[config.mk]
export PLATFORM = sky130hd
export DESIGN_NAME = psu_on_seq_ctrl
export DESIGN_NICKNAME = d
export VERILOG_FILES = /design/src/rtl/psu_on_seq_ctrl.sv
export SDC_FILE = /design/constraint.sdc
export NUM_CORES = 1
export LEC_CHECK = 0
export BUFFER_PORTS_ARGS = -buffer_cell sky130_fd_sc_hd__buf_2
export CAP_MARGIN = 10
export CORE_AREA = 5 5 42 44
export DETAILED_ROUTE_END_ITERATION = 6
export DIE_AREA = 0 0 47 49
export PLACE_DENSITY_LB_ADDON = 0.08
export SETUP_SLACK_MARGIN = 0.02
export SKIP_CTS_REPAIR_TIMING = 1
export SLEW_MARGIN = 40
export SYNTH_ARGS = -nofsm -noshare
export SYNTH_HDL_FRONTEND = slang
export SYNTH_SLANG_ARGS = --single-unit
export TNS_END_PERCENT = 5
[constraint.sdc]
create_clock -name iClk -period 2.75 [get_ports iClk]
set_input_delay 0.825 -clock iClk [delete_from_list [all_inputs] [get_ports iClk]]
set_output_delay 0.825 -clock iClk [all_outputs]
set_load 0.01 [all_outputs]
[src/rtl/psu_on_seq_ctrl.sv]
// PSU power-on sequencer: registered Moore FSM driving PSU_ON and an external timer.
// Define PSU_AUTO_RETRY_EN to let FAULT retry up to three times on a 1 s backoff.
module psu_on_seq_ctrl (
  input  logic       iClk,
  input  logic       iRst_n,
  input  logic       iPwrReq,
  input  logic       iPsuPwrgd,
  input  logic       iTmrDone,
  output logic       oTmrEn,
  output logic       oTmrSel,
  output logic       oPsuOn,
  output logic       oPwrOk,
  output logic       oFault,
  output logic [2:0] oState,
  output logic [1:0] oRetryCnt
);

  typedef enum logic [2:0] {
    StIdle     = 3'd0,
    StOnWait   = 3'd1,
    StDebounce = 3'd2,
    StPwrOn    = 3'd3,
    StOff      = 3'd4,
    StFault    = 3'd5
  } state_e;

  state_e     state_q, state_d;
  logic [1:0] cnt_q, cnt_d;
  logic       tmr_en_d, tmr_sel_d, psu_on_d, pwr_ok_d, fault_d;
  logic       done;
  logic       stay;

  // A done pulse only counts once the timer has been running for a cycle.
  assign done = iTmrDone & oTmrEn;

  always_comb begin
    state_d = state_q;
    cnt_d   = cnt_q;
    case (state_q)
      StIdle: begin
        if (iPwrReq) state_d = StOnWait;
      end
      StOnWait: begin
        if (iPsuPwrgd)     state_d = StDebounce;
        else if (done)     state_d = StFault;
        else if (!iPwrReq) state_d = StOff;
      end
      StDebounce: begin
        if (!iPsuPwrgd)    state_d = StFault;
        else if (done)     state_d = StPwrOn;
        else if (!iPwrReq) state_d = StOff;
      end
      StPwrOn: begin
        if (!iPsuPwrgd)    state_d = StFault;
        else if (!iPwrReq) state_d = StOff;
      end
      StOff: begin
        if (done) state_d = StIdle;
      end
      StFault: begin
`ifdef PSU_AUTO_RETRY_EN
        if (done && iPwrReq && (cnt_q != 2'd3)) begin
          state_d = StOnWait;
          cnt_d   = cnt_q + 2'd1;
        end else if (!iPwrReq) begin
          state_d = StIdle;
          cnt_d   = '0;
        end
`else
        if (!iPwrReq) state_d = StIdle;
`endif
      end
      default: state_d = StIdle;
    endcase
    if (state_d == StPwrOn) cnt_d = '0;
  end

  // Outputs are decoded from the next state so they register alongside it.
  always_comb begin
    stay      = (state_d == state_q);
    tmr_en_d  = 1'b0;
    tmr_sel_d = (state_d == StDebounce) || (state_d == StOff);
    psu_on_d  = (state_d == StOnWait) || (state_d == StDebounce) || (state_d == StPwrOn);
    pwr_ok_d  = (state_d == StPwrOn);
    fault_d   = (state_d == StFault);
    case (state_d)
      StOnWait, StDebounce, StOff: tmr_en_d = stay;
`ifdef PSU_AUTO_RETRY_EN
      StFault: tmr_en_d = stay && (cnt_d != 2'd3);
`endif
      default: tmr_en_d = 1'b0;
    endcase
  end

  always_ff @(posedge iClk or negedge iRst_n) begin
    if (!iRst_n) begin
      state_q <= StIdle;
      cnt_q   <= '0;
      oTmrEn  <= 1'b0;
      oTmrSel <= 1'b0;
      oPsuOn  <= 1'b0;
      oPwrOk  <= 1'b0;
      oFault  <= 1'b0;
    end else begin
      state_q <= state_d;
      cnt_q   <= cnt_d;
      oTmrEn  <= tmr_en_d;
      oTmrSel <= tmr_sel_d;
      oPsuOn  <= psu_on_d;
      oPwrOk  <= pwr_ok_d;
      oFault  <= fault_d;
    end
  end

  assign oState    = state_q;
  assign oRetryCnt = cnt_q;

endmodule

After elaboration in Yosys (flattened, before gate mapping)
Index checks and enable logic that the tools add are counted.
{"block": "word_totals", "out_inout_bits": 10, "wordCells": 34, "regBits": 8}
{"block": "classes", "n_mux": 11, "bitwise": 1, "n_eq_ne": 11, "reduce_logical": 5}
{"op": "$mux 3", "count": 9}
{"op": "$pmux 3 s6", "count": 1}
{"op": "$eq 3x2->1 const B", "count": 4}
{"op": "$eq 3x3->1 const B", "count": 4}
{"op": "$eq 3x1->1 const B", "count": 2}
{"op": "$eq 3x3->1", "count": 1}
{"op": "$logic_not 3->1", "count": 1}
{"op": "$logic_or 1x1->1", "count": 3}
{"op": "$reduce_or 3->1", "count": 1}
{"op": "$and 1x1->1", "count": 1}
{"op": "$mux 1", "count": 1}

Depth between registers and ports, before layout
Gate-level depths: netlist (run 1).
{"block": "logic_depth", "word_depth": 7, "mapped_depth": 4, "depth_no_buf": 3}

Worst setup path after synthesis (run 1)
No wires, ideal clock.
{"block": "synth_timing", "path_type": "in2reg", "startpoint": "input iPwrReq", "endpoint": "register state_q[2] (netlist: oState[2])", "setup_ns": 0.126, "path_slack_ns": 1.217, "path_stages": 3, "required_time_ns": 2.624, "path_buffers": 0, "arrival_time_ns": 1.407, "cell_sequence": "a21bo_2 nor4b_1 a311o_1"}
{"block": "synth_via", "elab_chain_cells": 4}
{"item": "from (decl)", "line": "6", "rtl": "input logic iPwrReq,"}
{"item": "$mux 3", "line": "46, 51, 55"}
{"item": "$mux 3, on equally long branches", "line": "50, 45"}
{"item": "$mux 3, on equally long branches", "line": "49, 44"}
{"item": "$pmux 3 s6 *", "line": "39", "rtl": "case (state_q)"}
{"item": "net state_d[2]", "line": "27", "rtl": "state_e state_q, state_d;"}
{"item": "to (signal assigned)", "line": "97", "rtl": "state_q <= StIdle;"}
{"item": "to (signal assigned)", "line": "105", "rtl": "state_q <= state_d;"}
{"item": "to (decl)", "line": "27"}
Mark *: on every way through the listed nets, which the timed path passes. The rest lies on a longest branch.

Final worst setup path (run 1)
{"block": "layout_timing", "startpoint": "register state_q[0] (netlist: oState[0])", "endpoint": "output oState[0]"}
{"item": "to (decl)", "line": "14", "rtl": "output logic [2:0] oState,"}
No word-level cell between the ends.

==> run metrics, run 1 <==
met3 global-route usage=0.01107; antenna viol nets, final=0; Die Y=49 microns; antenna violations before repair=0; Reg-to-Reg Start=oState[0]; post-DR wirelength/cell=approximately 14 microns; status=finished, final reports clean; CTS root buf=clkbuf_4; number of synthesized flops with an enable pin=0; antenna cells=0; Pre-antenna DRT Iters=4; P&R area growth vs syn=7.456%; DRT iter0 DRCs=8; Worst Path Required=1.93 ns; RSZ-0062 raised after global routing=false; DP HPWL=899.3 microns; Placed Instances=85; Routed Wire Length=1213 microns; grt peak-use layer=met1; CTS max path bufs=2; first-pass GRT wire length=2014 microns; final setup fails=0; worst skew pair latency=0.25 ns; register area share after synthesis=0.3509; Sum Neg Setup Slack=0 ns; core area=between 1000 and 1500 sq um; # Max-Cap Violations=0; Post-Layout Cell Count=88; DIE AREA=2303 sq um; R2R cell count=3; Slew Limit Fails=0; Worst Clk Skew=approximately 0.0028 ns; Fin. Hold Viols=0; overall power=0.5913 mW; Die W=47 microns; CP Launch Type=flop; Hold Crit Class=in -> async; DR vias/cell=5.636; CP Max Fanout=16; Setup Crit Path Kind=reg -> out; Power Density=964.5 nW/um^2; number of global-route vias before repair=467; CP bufs+invs=1; synthesis warning total=0; row count=14; register cell area after layout=200.2 sq um; CTS tree=built; CP Cell Sequence=buf_2; CTS sink count=8; fillers=around 160; IO Port Bufs=12; worst vdd ir=a little under 0.3 mV; fmax=0.5256 GHz; Inserted Clock Buffers=3; I/O pin count=15; Multi-input gate area=approximately 300 sq um; synthesized area=570.5 sq um; Tmin final=around 1.9 ns; Crit-path slowest cell=dfrtp_1; Netlist cell types=34; Largest stage delay, worst path=0.61 ns; Post-synth top flop=dfrtp_1; Leakage=around 0.29 nW; RePlAce Congestion=approximately 0.83; final core occ=0.4375; critical path endpoint category=output port; reg2reg end=oState[2]; vias=496; fin crit share=0.6919; flops & latches, synth=8; Register-to-Register Setup Slack=1.36 ns; M2 GR Usage=0.1629; Syn Area/Cell=9.056 sq um; clock transition at the registers of the reported paths=0.06 ns; Final #Nets=79; H-Tree Depth=1; total track usage=0.1194; fraction of layout cells with a size suffix above 1=0.2917; Mapped Cells=63; Starting Density=0.4071; largest net degree at the start of global routing=18; drt drc=0; Worst EP arrival=1.08 ns; GR Util met1=0.1644; Async SR Flop Fraction=1.000; global route total overflow=0; CP top delay family=flip-flops
## synth_stat cells (all sizes together) (2+ instances only)
cell type / instances / area share
o21ai: 5 / 0.050
a21o: 2 / 0.029
a21oi: 3 / 0.026
nor2: 3 / 0.020
nand2: 6 / 0.039
nor2b: 3 / 0.033
o21bai: 2 / 0.026
inv: 3 / 0.020
buf: 7 / 0.11
dfrtp: 8 / 0.35
## layer usage
metal  part of all wire  wire (microns)
met1               0.44             534
met2               0.46             555
met3              0.085             103
met4              0.016              19
met5                  0               0
## logic make-up after synthesis
group / synth area share
buffers and inverters: 0.1316
AO/OA/AOI/OAI: 0.2544
AND/OR/NAND/NOR: 0.2566
flip-flops: 0.3509
other: 0.006573
## final cells by class
type	instances	area share
timing repair buffer	12	0.09796
inverter	3	0.01837
sequential	8	0.3265
clock buffer	3	0.03673
multi-input combinational	46	0.4878
tap	16	0.03265
## placed cells by master (no fill, tap or decap), types with 2 or more instances in the layout
master / n
o21bai_1: 2
nor2_1: 3
dfrtp_1: 8
conb_1: 2
nand2_1: 6
inv_1: 3
buf_2: 12
clkbuf_4: 3
nor2b_1: 3
a21oi_1: 3
o21ai_0: 4
## through the flow
stage / hold WS (ns) / area, sq um / setup slack, ns
finish: 0.4039 / 613.1 / 0.8473
global route: 0.4235 / 613.1 / 0.7768
CTS: 0.4099 / 613.1 / 0.8402
detailed placement: 0.6801 / 590.6 / 0.9282
global placement: 0.6775 / 590.6 / 0.9639
floorplan: 0.5294 / 574.3 / 1.217
## flip-flops by register name (all words and copies together) (netlist names)
signal,cells
oTmrSel,1
oPwrOk,1
oTmrEn,1
oFault,1
oPsuOn,1
oState,3
## power by group
part	internal, mW	switching, mW	leakage, nW
combinational	0.128	0.126	0.175
clock	0.0499	0.0393	0.0138
sequential	0.163	0.0840	0.103
## how the worst max path moves through the flow
stage	start	endpoint	slack, ns	depth (start not counted)
2_1_floorplan	iPwrReq	oState[2]	1.22	3
3_3_place_gp	iPwrReq	oState[2]	0.96	4
3_5_place_dp	iPwrReq	oState[2]	0.93	4
4_1_cts	oState[1]	oState[1]	0.84	1
5_1_grt	oState[1]	oState[1]	0.78	1
6_report	oState[0]	oState[0]	0.85	1
(Power assumes the default switching activity.)
==> inputs of run 2 (changes only) <==
- ABC_AREA: not set -> 1
- clock period: 2.75 -> 2 ns (I/O delays scaled with it)
==> run 2 against run 1 <==
Compared with the run above: critical path depth unchanged; first-iteration DRC count increased by 50%; worst hold slack worse by 0.22 ns; worst setup slack worse by 0.48 ns; via count up 5.0%; non-clock buffer count stayed put; flip-flop and latch count unchanged; utilization up 2.9 points; largest power group unchanged; highest routed layer is now met3.
==> run metrics, run 2 <==
RSZ-0062 raised after global routing=false; Setup WS pre-CTS=0.3603 ns (-0.5679 ns); largest net degree at the start of global routing=12 (-6); P&R area growth vs syn=13.94%; Mapped Cells=79 (+25%); Crit-path slowest cell=dfrtp_1; Synth top cells by count=nand2_1, nor2_1, dfrtp_1; CP bufs+invs=1 (unchanged); synthesis warning total=0 (unchanged); CTS tree=built; core area=1401 sq um (unchanged); number of synthesized flops with an enable pin=0 (unchanged); status=finished, final reports clean; Adder-Cell Fraction of Synth Area=0 (unchanged); DR vias/cell=4.824 (-14%); count leader, synth=nand2_1; synthesized area=574.3 sq um (+0.66%); antenna violations before repair=0 (unchanged); # Max-Cap Violations=0 (unchanged); RePlAce Congestion=0.7683 (-7.0%); Synth area leaders=dfrtp_1, nand2_1, nor2_1; CP Cell Sequence=buf_2; most common cell after layout, fill and taps aside=nand2_1; fmax=between 0.6 and 0.7 GHz; worst vdd ir=0.6223 mV (+110%); post-route cell area=654.4 sq um (+6.7%); antenna viol nets, final=0 (unchanged); DIE AREA=2303 sq um (unchanged); vias=521 (+5.0%); Largest stage delay, worst path=0.58 ns (-0.03 ns); Power Density=1454 nW/um^2 (+51%); CTS sink count=8 (unchanged); Post-Synth Simple-Gate Area=0.4837 (+0.2271); WHS=0.1878 ns (-0.2161 ns); DP HPWL=950.7 microns (+5.7%); CTS max path bufs=2 (unchanged); Sum Neg Setup Slack=0 ns (unchanged); final setup fails=0 (unchanged); CTS root buf=clkbuf_4; drt drc=0 (unchanged); Inserted Clock Buffers=3 (unchanged); Worst EP arrival=1.03 ns (-0.05 ns); DP Area=631.9 sq um (+7.0%); Worst Clk Skew=0.0002414 ns (-0.002543 ns); overall power=0.9515 mW (+61%); Fin. Hold Viols=0 (unchanged); Leakage=0.3689 nW (+26%); post-DR wirelength/cell=10.93 microns (-21%); Worst Path Required=1.40 ns (-0.53 ns); I/O pin count=15 (unchanged); DRT iter0 DRCs=12 (+4); largest family of logic cells by synthesized area=simple AND/OR/NAND/NOR gates; Setup Crit Path Kind=reg -> out; CP top delay family=flip-flops; row count=14 (unchanged); XOR/XNOR Fraction of Synth Area=0 (unchanged); worst skew pair latency=0.24 ns (about the same); antenna cells=0 (unchanged); fraction of synthesized area in multiplexers=0 (unchanged); Hold Crit Class=in -> async; CP Max Fanout=11 (-5); total track usage=0.1229 (+0.003435); Placed Instances=105 (+24%); final core occ=0.4670 (+0.02946); most frequent cells in the layout=nand2_1, buf_2, nor2_1; critical path endpoint category=output port; CP Launch Type=flop; Starting Density=0.4098 (+0.002679); fin worst setup slack=0.3698 ns (-0.4774 ns); first-pass GRT wire length=2111 microns (+4.8%); Pre-antenna DRT Iters=4 (unchanged); flops & latches, synth=8 (unchanged); compound-gate portion of the synthesized area=0.06318 (-0.1912); Yosys top cell area share=0.3486 (-0.002293); Slew Limit Fails=0 (unchanged); Final #Nets=99 (+25%); Netlist cell types=20 (-41%); clock transition at the registers of the reported paths=0.05 ns (about the same); Tmin final=1.630 ns; Die Y=49 microns (unchanged); Syn Area/Cell=7.270 sq um (-20%); global route total overflow=0 (unchanged); H-Tree Depth=1 (unchanged); fin crit share=0.8151; fraction of layout cells with a size suffix above 1=0.3370 (+0.04529); Post-Layout Cell Count=108 (+23%); Largest register FFs=3 (unchanged); Async SR Flop Fraction=1.000 (unchanged); Post-synth top flop=dfrtp_1; Routed Wire Length=1180 microns (-2.7%); IO Port Bufs=12 (unchanged); dominant cell type by area after synthesis=dfrtp_1; register area share after synthesis=0.3486 (-0.002293); Die W=47 microns (unchanged); number of global-route vias before repair=503 (+7.7%)
-- run 2: logic make-up (layout without fill, tap and decap cells) --
family,Yosys count,in the layout
buf+inv,11,23
other cells,1,2
compound gates,6,6
flops,8,8
simple gates,53,53
-- run 2: area by class of cell --
type	count	area, sq um
Tap cell	16	20.02
Clock buffer	3	22.52
Timing Repair Buffer	12	60.06
Fill cell	151	747.0
Multi-Input combinational cell	61	321.6
Inverter	8	30.03
Sequential cell	8	200.2
-- run 2: path summary, 6_finish.rpt --
path / start / to / cells past startpoint / slack (ns)
worst max-delay path: oState[1] / oState[1] / 1 / 0.37
worst min-delay path: iRst_n / oPwrOk / 1 / 0.19
worst max register to register: oState[1] / oTmrEn / 9 / 0.45
worst min register to register: oTmrEn / oFault / 3 / 0.71
max in group asynchronous: iRst_n / oState[0] / 1 / 1.65
min in group iClk: oTmrEn / oFault / 3 / 0.71
-- run 2: power by group --
group,switching [mW],internal [mW]
clock,0.0456,0.0680
sequential,0.0708,0.221
combinational,0.346,0.201
total,0.462,0.490
-- run 2: per-layer routing --
layer,share of wire,track usage,up-vias
met1,0.47,0.1693,229
li1,-,-,276
met3,0.054,0.04797,0
met2,0.47,0.1787,16
met4,0,0.02765,0
met5,0,0,-
==> inputs of run 3 (changes only) <==
- clock period: 2 -> 1.5 ns (I/O delays scaled with it)
==> run 3 against run 2 <==
Compared with the run above: combinational power rose by 69%; die area is the same; wire length up 13%; power is 56% higher; sequential share of layout area fell by 3.6 points; non-clock buffer count up 6; final cell count increased by 5.6%; flip-flop and latch count unchanged; final area up 15%; via count up 7.5%; sequential power rose by 38%; largest cell class unchanged; utilization is 7.1 points higher.
==> run metrics, run 3 (synthesis gave the netlist of run 2 again) <==
Setup Crit Path Kind=reg -> out; core area=1401 sq um (unchanged); fraction of layout cells with a size suffix above 1=0.4694 (+0.1324); Power Density=1972 nW/um^2 (+36%); DR vias/cell=4.912 (+1.8%); status=finished, final reports clean; Crit-path slowest cell=dfrtp_2; H-Tree Depth=1 (unchanged); vias=560 (+7.5%); CP Cell Sequence=buf_6 > buf_6; number of global-route vias before repair=503 (unchanged); Die W=47 microns (unchanged); critical path endpoint category=output port; antenna violations before repair=0 (unchanged); Largest stage delay, worst path=0.49 ns (-0.09 ns); worst skew pair latency=0.25 ns (about the same); # Max-Cap Violations=0 (unchanged); Placed Instances=106 (+0.95%); Inserted Clock Buffers=3 (unchanged); global route total overflow=0 (unchanged); fin crit share=0.9623; RSZ-0062 raised after global routing=true; Post-Layout Cell Count=114 (+5.6%); Largest register FFs=3 (unchanged); post-DR wirelength/cell=11.71 microns (+7.2%); CTS sink count=8 (unchanged); CTS tree=built; Fin. Hold Viols=0 (unchanged); most used cell, CP=buf_6; first-pass GRT wire length=2118 microns (+0.33%); row count=14 (unchanged); DP HPWL=1008 microns (+6.0%); Setup WS pre-CTS=-0.01532 ns (-0.3756 ns); Sum Neg Setup Slack=0 ns (unchanged); DRT iter0 DRCs=12 (unchanged); antenna cells=0 (unchanged); fin worst setup slack=0.05648 ns (-0.3133 ns); Worst EP arrival=0.99 ns (-0.04 ns); DIE AREA=2303 sq um (unchanged); RePlAce Congestion=0.7367 (-4.1%); drt drc=0 (unchanged); Routed Wire Length=1335 microns (+13%); CP Launch Type=flop; Hold Crit Class=in -> async; most common cell after layout, fill and taps aside=nand2_1; CTS root buf=clkbuf_4; CP Max Fanout=8 (-3); Final #Nets=105 (+6.1%); worst vdd ir=0.9311 mV (+50%); final setup fails=0 (unchanged); clock transition at the registers of the reported paths=0.05 ns (about the same); fmax=0.6928 GHz; largest net degree at the start of global routing=12 (unchanged); I/O pin count=15 (unchanged); IO Port Bufs=12 (unchanged); P&R area growth vs syn=31.37%; CTS max path bufs=2 (unchanged); WHS=0.02997 ns (-0.1579 ns); Leakage=0.4004 nW (+8.5%); antenna viol nets, final=0 (unchanged); most frequent cells in the layout=nand2_1, buf_2, nor2_1; Die Y=49 microns (unchanged); Worst Clk Skew=0.003511 ns (+0.003269 ns); Slew Limit Fails=0 (unchanged); Starting Density=0.4098 (unchanged); Pre-antenna DRT Iters=4 (unchanged); Worst Path Required=1.05 ns (-0.35 ns); total track usage=0.1297 (+0.006826); Tmin final=1.444 ns
run 3: changes by cell type in the layout (fill, tap and decap cells not counted), sizes merged:
cell  before  now
buf       12   18
run 3: layout make-up:
| type | count | area [sq um] |
|---|---|---|
| well taps | 16 | 20.02 |
| inverters | 8 | 32.53 |
| flip-flops and latches | 8 | 203.9 |
| multi-input cells | 61 | 356.6 |
| clock buffers | 3 | 22.52 |
| repair buffers | 18 | 118.9 |
| fillers | 151 | 646.9 |
run 3: worst paths after layout:
check	from	to	slack, ns	cells past startpoint
min in group iClk	iPsuPwrgd	oState[1]	0.61	3
worst min-delay path	iRst_n	oFault	0.03	1
worst max-delay path	oState[2]	oState[2]	0.06	2
worst max register to register	oState[1]	oTmrEn	0.10	10
max in group asynchronous	iRst_n	oState[0]	1.28	1
worst min register to register	oTmrEn	oState[2]	0.74	3
run 3: where the power goes:
group | internal, mW | switching, mW
clock network | 0.0914 | 0.0705
logic | 0.390 | 0.534
registers | 0.301 | 0.101
run 3: critical path, delay by kind of cell, from the launching register on:
kind / cells / cell delay (ns)
flip-flops: 1 / 0.49
buffers and inverters: 2 / 0.26
run 3: metrics by stage:
step,area (sq um),util,total power [mW]
final,754.5,0.5384,1.488
after floorplan,578.1,-,0.9535
after global placement,639.4,0.4563,1.143
after CTS,661.9,0.4723,1.312
after detailed placement,639.4,0.4563,1.140
after global routing,754.5,0.5384,1.622
run 3: metal layers:
metal	vias up	track usage	routed length [microns]
met4	0	0.05530	21
met5	-	0	0
met3	4	0.05535	78
li1	289	-	-
met2	15	0.1810	661
met1	252	0.1704	573
